--- src/rtl/fetch_ctrl.sv ---
// Instruction fetch sequencer: owns the PC, runs the single-beat imem handshake and
// holds each fetched word until decode accepts it. Optional macro: FETCH_ILLEGAL_CHECK_EN.
module fetch_ctrl #(
  parameter logic [31:0] RESET_PC = 32'h0000_0000
) (
  input  logic        clk,
  input  logic        rst,
  output logic        imem_req,
  output logic [31:0] imem_addr,
  input  logic        imem_ack,
  input  logic [31:0] imem_rdata,
  input  logic        redirect,
  input  logic [31:0] redirect_pc,
  output logic        out_valid,
  input  logic        out_ready,
  output logic [31:0] out_insn,
  output logic [31:0] out_pc,
  output logic        out_illegal
);

  typedef enum logic {
    FETCH = 1'b0,
    HOLD  = 1'b1
  } state_t;

  localparam logic [31:0] WORD_MASK = 32'hFFFF_FFFC;

  state_t      state;
  logic [31:0] pc;
  logic        transfer;
  logic        handshake;

  // The memory is stateless, so a beat exists only while our request is up.
  assign transfer  = (state == FETCH) && imem_req && imem_ack;
  assign handshake = (state == HOLD) && out_valid && out_ready;

  assign imem_addr = pc;

  // NOTE: all state uses non-blocking assignments so every register samples
  // the pre-edge values; blocking here would create order-dependent races.
  always_ff @(posedge clk) begin
    if (rst) begin
      state     <= FETCH;
      pc        <= RESET_PC & WORD_MASK;
      imem_req  <= 1'b0;
      out_valid <= 1'b0;
      out_insn  <= '0;
      out_pc    <= '0;
    end else if (redirect) begin
      // Any beat or handshake landing with the redirect is dropped on the fetch side.
      state     <= FETCH;
      pc        <= redirect_pc & WORD_MASK;
      imem_req  <= 1'b1;
      out_valid <= 1'b0;
    end else begin
      case (state)
        FETCH: begin
          if (transfer) begin
            out_insn  <= imem_rdata;
            out_pc    <= pc;
            out_valid <= 1'b1;
            pc        <= pc + 32'd4;
            imem_req  <= 1'b0;
            state     <= HOLD;
          end else begin
            imem_req  <= 1'b1;
          end
        end
        HOLD: begin
          if (handshake) begin
            out_valid <= 1'b0;
            imem_req  <= 1'b1;
            state     <= FETCH;
          end
        end
      endcase
    end
  end

`ifdef FETCH_ILLEGAL_CHECK_EN
  // Flag is captured with the word it describes and held with it until handshake.
  always_ff @(posedge clk) begin
    if (rst) begin
      out_illegal <= 1'b0;
    end else if (!redirect && transfer) begin
      out_illegal <= (imem_rdata[1:0] != 2'b11);
    end
  end
`else
  assign out_illegal = 1'b0;
`endif

endmodule

--- config.mk ---
export PLATFORM = sky130hd
export DESIGN_NAME = fetch_ctrl
export DESIGN_NICKNAME = d
export VERILOG_FILES = /design/src/rtl/fetch_ctrl.sv
export SDC_FILE = /design/constraint.sdc
export NUM_CORES = 1
export LEC_CHECK = 0
export ABC_AREA = 1
export CORE_ASPECT_RATIO = 1.5
export CORE_UTILIZATION = 40
export CTS_CLUSTER_DIAMETER = 30
export CTS_CLUSTER_SIZE = 20
export DETAILED_ROUTE_END_ITERATION = 10
export HOLD_SLACK_MARGIN = 0.12
export PLACE_DENSITY = 0.77
export SLEW_MARGIN = 10
export SYNTH_ARGS = -nofsm -noshare
export SYNTH_HDL_FRONTEND = slang
export SYNTH_SLANG_ARGS = --single-unit
export TNS_END_PERCENT = 1
--- constraint.sdc ---
create_clock -name clk -period 1.3 [get_ports clk]
set_input_delay 0.26 -clock clk [delete_from_list [all_inputs] [get_ports clk]]
set_output_delay 0.26 -clock clk [all_outputs]
set_load 0.02 [all_outputs]
==> results of run 1 <==
-- worst max-delay path, delay by kind of cell (launching register included) --
family,cells,cell delay [ns]
fa+ha+maj,1,0.15
buf+inv,2,0.25
compound gates,2,0.20
simple gates,4,0.47
flops,1,0.37
-- Yosys cell counts (6+ instances only) --
| master | count | area share |
|---|---|---|
| o21ai_1 | 6 | 0.0068 |
| buf_2 | 14 | 0.016 |
| nand2_2 | 7 | 0.0099 |
| nor3_1 | 19 | 0.021 |
| clkbuf_1 | 13 | 0.011 |
| dfxtp_1 | 95 | 0.43 |
| nand3_1 | 33 | 0.037 |
| inv_2 | 10 | 0.0085 |
| o21ai_0 | 56 | 0.063 |
| nand2_1 | 105 | 0.089 |
| inv_1 | 34 | 0.029 |
| nor2_1 | 150 | 0.13 |
| buf_4 | 9 | 0.015 |
| a21oi_1 | 25 | 0.028 |
| nor2_4 | 9 | 0.023 |
-- registers in the layout, summed over array words and instances, names as in the netlist --
name,count
imem_req,1
out_pc,30
out_valid,1
state,1
imem_addr,30
out_insn,32
-- layout make-up --
class	count	share of cell area
flip-flops and latches	95	0.272
repair buffers	256	0.321
well taps	144	0.0251
clock inverters	6	0.0127
clock buffers	10	0.0319
multi-input cells	458	0.314
inverters	44	0.0240
-- layer usage --
metal  wire length [um]  vias up  global-route usage
li1                   -     2498                   -
met1               5570     2409               0.273
met2               8160      233               0.503
met3                959       58              0.0490
met4                700        0               0.176
met5                  0        -                   0
-- power groups by stage --
stage	Combinational, uW	Sequential, uW	Clock (uW)
2_1_floorplan	479	3470	0
3_3_place_gp	1460	3280	0
3_5_place_dp	1500	3280	0
4_1_cts	1430	3220	2900
5_1_grt	1560	3240	3030
6_report	1450	3220	2850
-- metrics by stage --
| stage | cell area, um^2 | utilization | std cells | power (uW) |
|---|---|---|---|---|
| 4_1_cts | 7150 | 0.671 | 1012 | 7550 |
| 6_report | 7190 | 0.675 | 1013 | 7520 |
| 2_1_floorplan | 4470 | - | 634 | 3950 |
| 3_5_place_dp | 6840 | 0.642 | 996 | 4790 |
| 5_1_grt | 7190 | 0.675 | 1013 | 7830 |
| 3_3_place_gp | 6840 | 0.642 | 996 | 4740 |
-- cell families after synthesis --
group / after synthesis
buf+inv: 81
flops: 95
xor+xnor: 2
compound gates: 109
simple gates: 341
other cells: 1
fa+ha+maj: 1
-- path summary, 6_finish.rpt --
| check | cells past startpoint | to |
|---|---|---|
| max | 9 | imem_addr[18] |
| min | 2 | out_insn[27] |
| max reg2reg | 9 | imem_addr[18] |
| min reg2reg | 2 | out_insn[27] |
-- cell usage in the layout (no fill, tap or decap), drive strengths merged --
master         count
ha                 1
nand4              2
xnor2              1
clkinvlp           1
a31oi              4
clkbuf            21
conb               5
or2                3
a21boi             1
o211ai             5
nor2             162
o21ai             62
dlygate4sd2       21
xor2               1
nand2            114
bufinv             2
dfxtp             95
a2111oi            1
nand3b             4
and2               1
buf              107
nand3             33
nor4               1
and3               1
a21oi             28
clkinv             1
a211oi             3
nor3              20
clkdlybuf4s50     65
dlymetal6s2s       1
inv               46
o2111ai            1
clkdlybuf4s15     51
o211a              1
a22oi              3
-- what timing repair did --
action,in CTS,in global routing
setup buffers,0,1
gates resized for setup,196,83
pin swaps,1,8
setup endpoints to repair,187,129
==> summary.md, run 1 <==
| Metric | Value |
|---|---|
| Antenna Violating Nets Remaining | 0 |
| Worst Skew | between 0.01 and 0.015 ns |
| Area occupied by multi-input gates | roughly 2300 um^2 |
| Layout cells sized above 1 | 0.269 |
| Critical path type | flop to flop |
| CTS Buf Count | 9 |
| Post-CTS Hold Buffers | 0 |
| Row Count | 46 |
| Static leakage | 0.00317 uW |
| H-tree Lvls | 3 |
| Slowest CP cell | dfxtp_4 |
| Multiplexer share of the synthesized area | 0 |
| TritonCTS Sinks | 95 |
| Total GRT Usage | 0.271 |
| Final Worst Setup Slack | -0.194 ns |
| FF+latch count, synth | between 90 and 100 |
| CTS tree | done |
| Worst hold path type | flop to flop |
| Synth cell types | 40 |
| RePlAce Congestion | between 0.9 and 1 |
| Register area | 1950 um^2 |
| Min Tclk post-route | ~1.5 ns |
| Initial antenna violation count | 0 |
| First-pass GRT wire length | approximately 24 mm |
| Mean Syn Cell Area | 7.02 um^2 |
| Worst r2r src | imem_addr[2] |
| Syn Inst Count | 630 |
| Largest net degree at the start of global routing | 34 |
| Post-Route Setup TNS | -2.22 ns |
| Vias in the first global route | 5080 |
| DR vias/cell | 5.13 |
| Boundary Pins | ~170 |
| Final setup vio count | 29 |
| Drt first pass iters | 5 |
| Die height | 131 um |
| Area delta synth->final | 62.5% |
| Final hold violations | 0 |
| Max Freq | 669 MHz |
| Final Max Slew Viols | 0 |
| Failing checks | setup timing |
| Ys Warns | 0 |
| Power Internal | 5460 uW |
| Sw Share | 0.273 |
| DRC viols | 0 |
| Unrepaired setup endpoints after global routing | yes |
| Critical Path Start | imem_addr[2] |
| Worst vdd ir | 0.648 mV |
| Area share of fa/ha/maj cells after synthesis | 0.00283 |
| Fin crit share | 1.15 |
| WHS | 0.474 ns |
| Post-synth EDFFs | 0 |
| Main combinational cell family by area after synthesis | simple AND/OR/NAND/NOR gates |
| Simple-gate area share of the yosys netlist | 0.345 |
| Port Buf Inserts | 160 |
| Post-synth ARST share | 0 |
| Clock Path Buffers | 2 |
| PwrDens | 1050 nW/um^2 |
| Sequential fraction of the synthesis area | 0.430 |
| Clock Latency Late Sink | 0.34 ns |
| Final #Nets | 934 |
| Initial DRC count | between 200 and 300 |
| Final HPWL DP | 11.5 mm |
| GRT Residual Overflow | 0 |
| Core area | 10600 um^2 |
| Die Wd | just under 90 um |
| Synth Flop Type | dfxtp_1 |
| Fill cell count | 891 |
| Clock Tree Root | clkbuf_16 |
| Worst Setup Start Kind | flop |
| Clk slew on worst S/H paths | 0.07 ns |
| Crit end category | flop |
| Synth Area in XOR/XNOR | 0.00396 |
| Synthesized cell area | roughly 4400 um^2 |
| Vias | between 5000 and 6000 |
| Synth Area in Compound Gates | 0.137 |
| Comb power frac | 0.193 |
| DRT Wirelength | 15.4 mm |
| Die Area | 11500 um^2 |
| Reg power frac | 0.429 |
| Hold_sp | out_insn[27] |
| Worst EP arrival | 1.77 ns |
| Place WS | -0.572 ns |
| Clk network pwr share | 0.379 |
| Internal reg-to-reg setup slack | -0.19 ns |
| Average wire per standard cell | 15.2 um |
| Max incr delay on CP | 0.37 ns |
| Net switching power | 2060 uW |
| Req. time, crit path | roughly 1.6 ns |
| Maxcap violations | 0 |
| Initial core utilization | 0.415 |
| # diodes | 0 |
| Status | finished with violations |
| Crit-path max FO | 5 |
| Crit-path cells | ha_4 > nand2_4 > nor2_4 > nand2_4 > nor2_4 > buf_4 > buf_4 > a22oi_1 > a21oi_1 |
(Power assumes the default switching activity.)
==> run 2, diff against run 1 <==
Settings changed: SETUP_SLACK_MARGIN set to 0.5.
==> run 2 against run 1 <==
The flow still finishes with violations (setup timing). Sequential share of layout area shrank 0.091 points. Via count grew 2.0%. Clock skew is essentially flat. Final cell count grew 0.49%. Global-route usage grew 0.83 points. Power grew 2.8%. Clock-buffer cell count is the same. Critical endpoint is now imem_addr[28]. Highest routed layer unchanged.
==> summary.md, run 2 (same netlist as run 1, synthesis figures left out) <==
| Metric | Value |
|---|---|
| Status | finished with violations |
| Failing checks | setup timing |
| Static leakage | 0.00333 uW (+4.9%) |
| Unrepaired setup endpoints after global routing | yes |
| Initial antenna violation count | 0 (unchanged) |
| Critical Path Start | imem_addr[18] |
| Drt first pass iters | 5 (unchanged) |
| CTS Buf Count | 9 (unchanged) |
| Internal reg-to-reg setup slack | -0.18 ns (about the same) |
| Leading cell type in the layout, fill and taps excluded | nor2_1 |
| Die height | 131 um (unchanged) |
| Average wire per standard cell | 15.7 um (+3.6%) |
| DR vias/cell | 5.21 (+1.5%) |
| Final setup vio count | 29 (unchanged) |
| Fill cell count | 789 (-11%) |
| Worst Setup Start Kind | flop |
| Fin area | 7590 um^2 (+5.7%) |
| Vias in the first global route | 5247 (+3.3%) |
| # diodes | 0 (unchanged) |
| Reg2reg path depth | 9 (unchanged) |
| Worst r2r src | imem_addr[18] |
| Final Worst Setup Slack | -0.183 ns (+0.0115 ns) |
| Most flop-heavy register | out_insn |
| RePlAce Congestion | 0.903 (unchanged) |
| Worst Setup EP | imem_addr[28] |
| Final HPWL DP | 11.5 mm (unchanged) |
| Worst hold path type | flop to flop |
| Area delta synth->final | 71.7% |
| Die Area | 11500 um^2 (unchanged) |
| Critical path type | flop to flop |
| Layout cells sized above 1 | 0.422 (+0.153) |
| Min Tclk post-route | 1.48 ns (-0.0115 ns) |
| Finished Layout Cells | 1018 (+0.49%) |
| Row Count | 46 (unchanged) |
| Req. time, crit path | 1.54 ns (-0.03 ns) |
| Total GRT Usage | 0.280 (+0.00826) |
| Worst Skew | 0.0109 ns (-0.000186 ns) |
| Max FFs per register | 32 (unchanged) |
| Max Freq | 674 MHz (+0.78%) |
| Final hold violations | 0 (unchanged) |
| TritonCTS Sinks | 95 (unchanged) |
| RR Endpoint | imem_addr[28] |
| Clock Path Buffers | 2 (unchanged) |
| Clock Tree Root | clkbuf_16 |
| Initial DRC count | 290 (+4.7%) |
| Clock Latency Late Sink | 0.35 ns (about the same) |
| Clk slew on worst S/H paths | 0.07 ns (about the same) |
| GRT Residual Overflow | 0 (unchanged) |
| Dpl cells | 996 (unchanged) |
| Die Wd | 87.9 um (unchanged) |
| Final Max Slew Viols | 0 (unchanged) |
| Maxcap violations | 0 (unchanged) |
| Most frequent cells in the layout | nor2_1 (127), nand2_1 (101), buf_4 (92) |
| Boundary Pins | 168 (unchanged) |
| Crit-path max FO | 4 (-1) |
| DRC viols | 0 (unchanged) |
| Core area | 10600 um^2 (unchanged) |
| CTS tree | done |
| Largest net degree at the start of global routing | 34 (unchanged) |
| DRT Wirelength | 16.0 mm (+4.1%) |
| PwrDens | 1020 nW/um^2 (-2.7%) |
| Fin crit share | 1.14 (-0.00887) |
| Initial core utilization | 0.415 (unchanged) |
| Antenna Violating Nets Remaining | 0 (unchanged) |
| Vias | 5301 (+2.0%) |
| H-tree Lvls | 3 (unchanged) |
| First-pass GRT wire length | 24.6 mm (+3.7%) |
| Post-placement cell area | 6840 um^2 (unchanged) |
| Worst EP arrival | 1.72 ns (-0.05 ns) |
| Crit end category | flop |
| Port Buf Inserts | 160 (unchanged) |
| Worst vdd ir | 0.650 mV (+0.32%) |
| Final #Nets | 939 (+0.54%) |
[run 2: cell types whose count changed in the layout (fill, tap and decap cells not counted), moves of 8 or more]
cell,delta
nor2_1,-8
dfxtp_2,+50
clkdlybuf4s15_1,-32
o21ai_2,+8
clkdlybuf4s15_2,-19
o21ai_0,-10
dlygate4sd2_1,-18
dfxtp_4,+11
clkbuf_2,-11
buf_6,+83
dfxtp_1,-61
[run 2: where the power goes]
group / total, uW / internal [uW] / switching (uW)
registers: 3260 / 3090 / 171
clock network: 2860 / 1700 / 1160
logic: 1610 / 814 / 797
[run 2: layout make-up]
cell class	instances	area [um^2]	share of cell area
multi-input cells	459	2340	0.308
clock buffers	10	229	0.0302
inverters	44	173	0.0227
flip-flops and latches	95	2060	0.271
repair buffers	260	2530	0.333
well taps	144	180	0.0237
clock inverters	6	91.3	0.0120
[run 2: per-stage QoR]
stage / total power, uW / utilization / hold WS (ns) / TNS, ns / setup WS (ns)
after floorplan: 3950 / - / 0.375 / -1.04 / -0.0974
after global placement: 4740 / 0.642 / 0.460 / -36.25 / -0.469
after CTS: 7730 / 0.706 / 0.491 / -1.93 / -0.177
after global routing: 8030 / 0.713 / 0.502 / -5.59 / -0.306
final: 7730 / 0.713 / 0.476 / -2.38 / -0.183
after detailed placement: 4790 / 0.642 / 0.476 / -42.58 / -0.572
[run 2: what timing repair did]
item,in CTS,in global routing
hold buffers,0,0
buffers inserted,5,0
gates resized for setup,679,35
setup endpoints to repair,189,189
pin swaps,15,10
cloned,1,0
[run 2: layer usage]
metal / wire (um) / track usage / vias to the layer above
li1: - / - / 2514
met1: 5640 / 0.280 / 2442
met2: 8480 / 0.515 / 260
met3: 930 / 0.0521 / 85
met4: 964 / 0.189 / 0
met5: 0 / 0 / -
[run 2: worst min-delay path by stage]
| stage | start | endpoint | slack [ns] | cells past startpoint |
|---|---|---|---|---|
| 2_1_floorplan | out_ready | out_valid | 0.38 | 1 |
| 3_3_place_gp | out_pc[15] | out_pc[15] | 0.46 | 2 |
| 3_5_place_dp | out_insn[11] | out_insn[11] | 0.48 | 2 |
| 4_1_cts | out_pc[7] | out_pc[7] | 0.49 | 2 |
| 5_1_grt | imem_rdata[13] | out_insn[13] | 0.50 | 3 |
| 6_report | out_pc[15] | out_pc[15] | 0.48 | 2 |
[run 2: worst max-delay path, cell delays in order (launching register included)]
cell     delay (ns)
dfxtp_4        0.39
nand2_1        0.11
nor2_2         0.15
nand2_1        0.10
nor2_1         0.23
nand2_1        0.10
nand2_1        0.08
nand3_1        0.07
nand2_1        0.08
a21oi_1        0.06
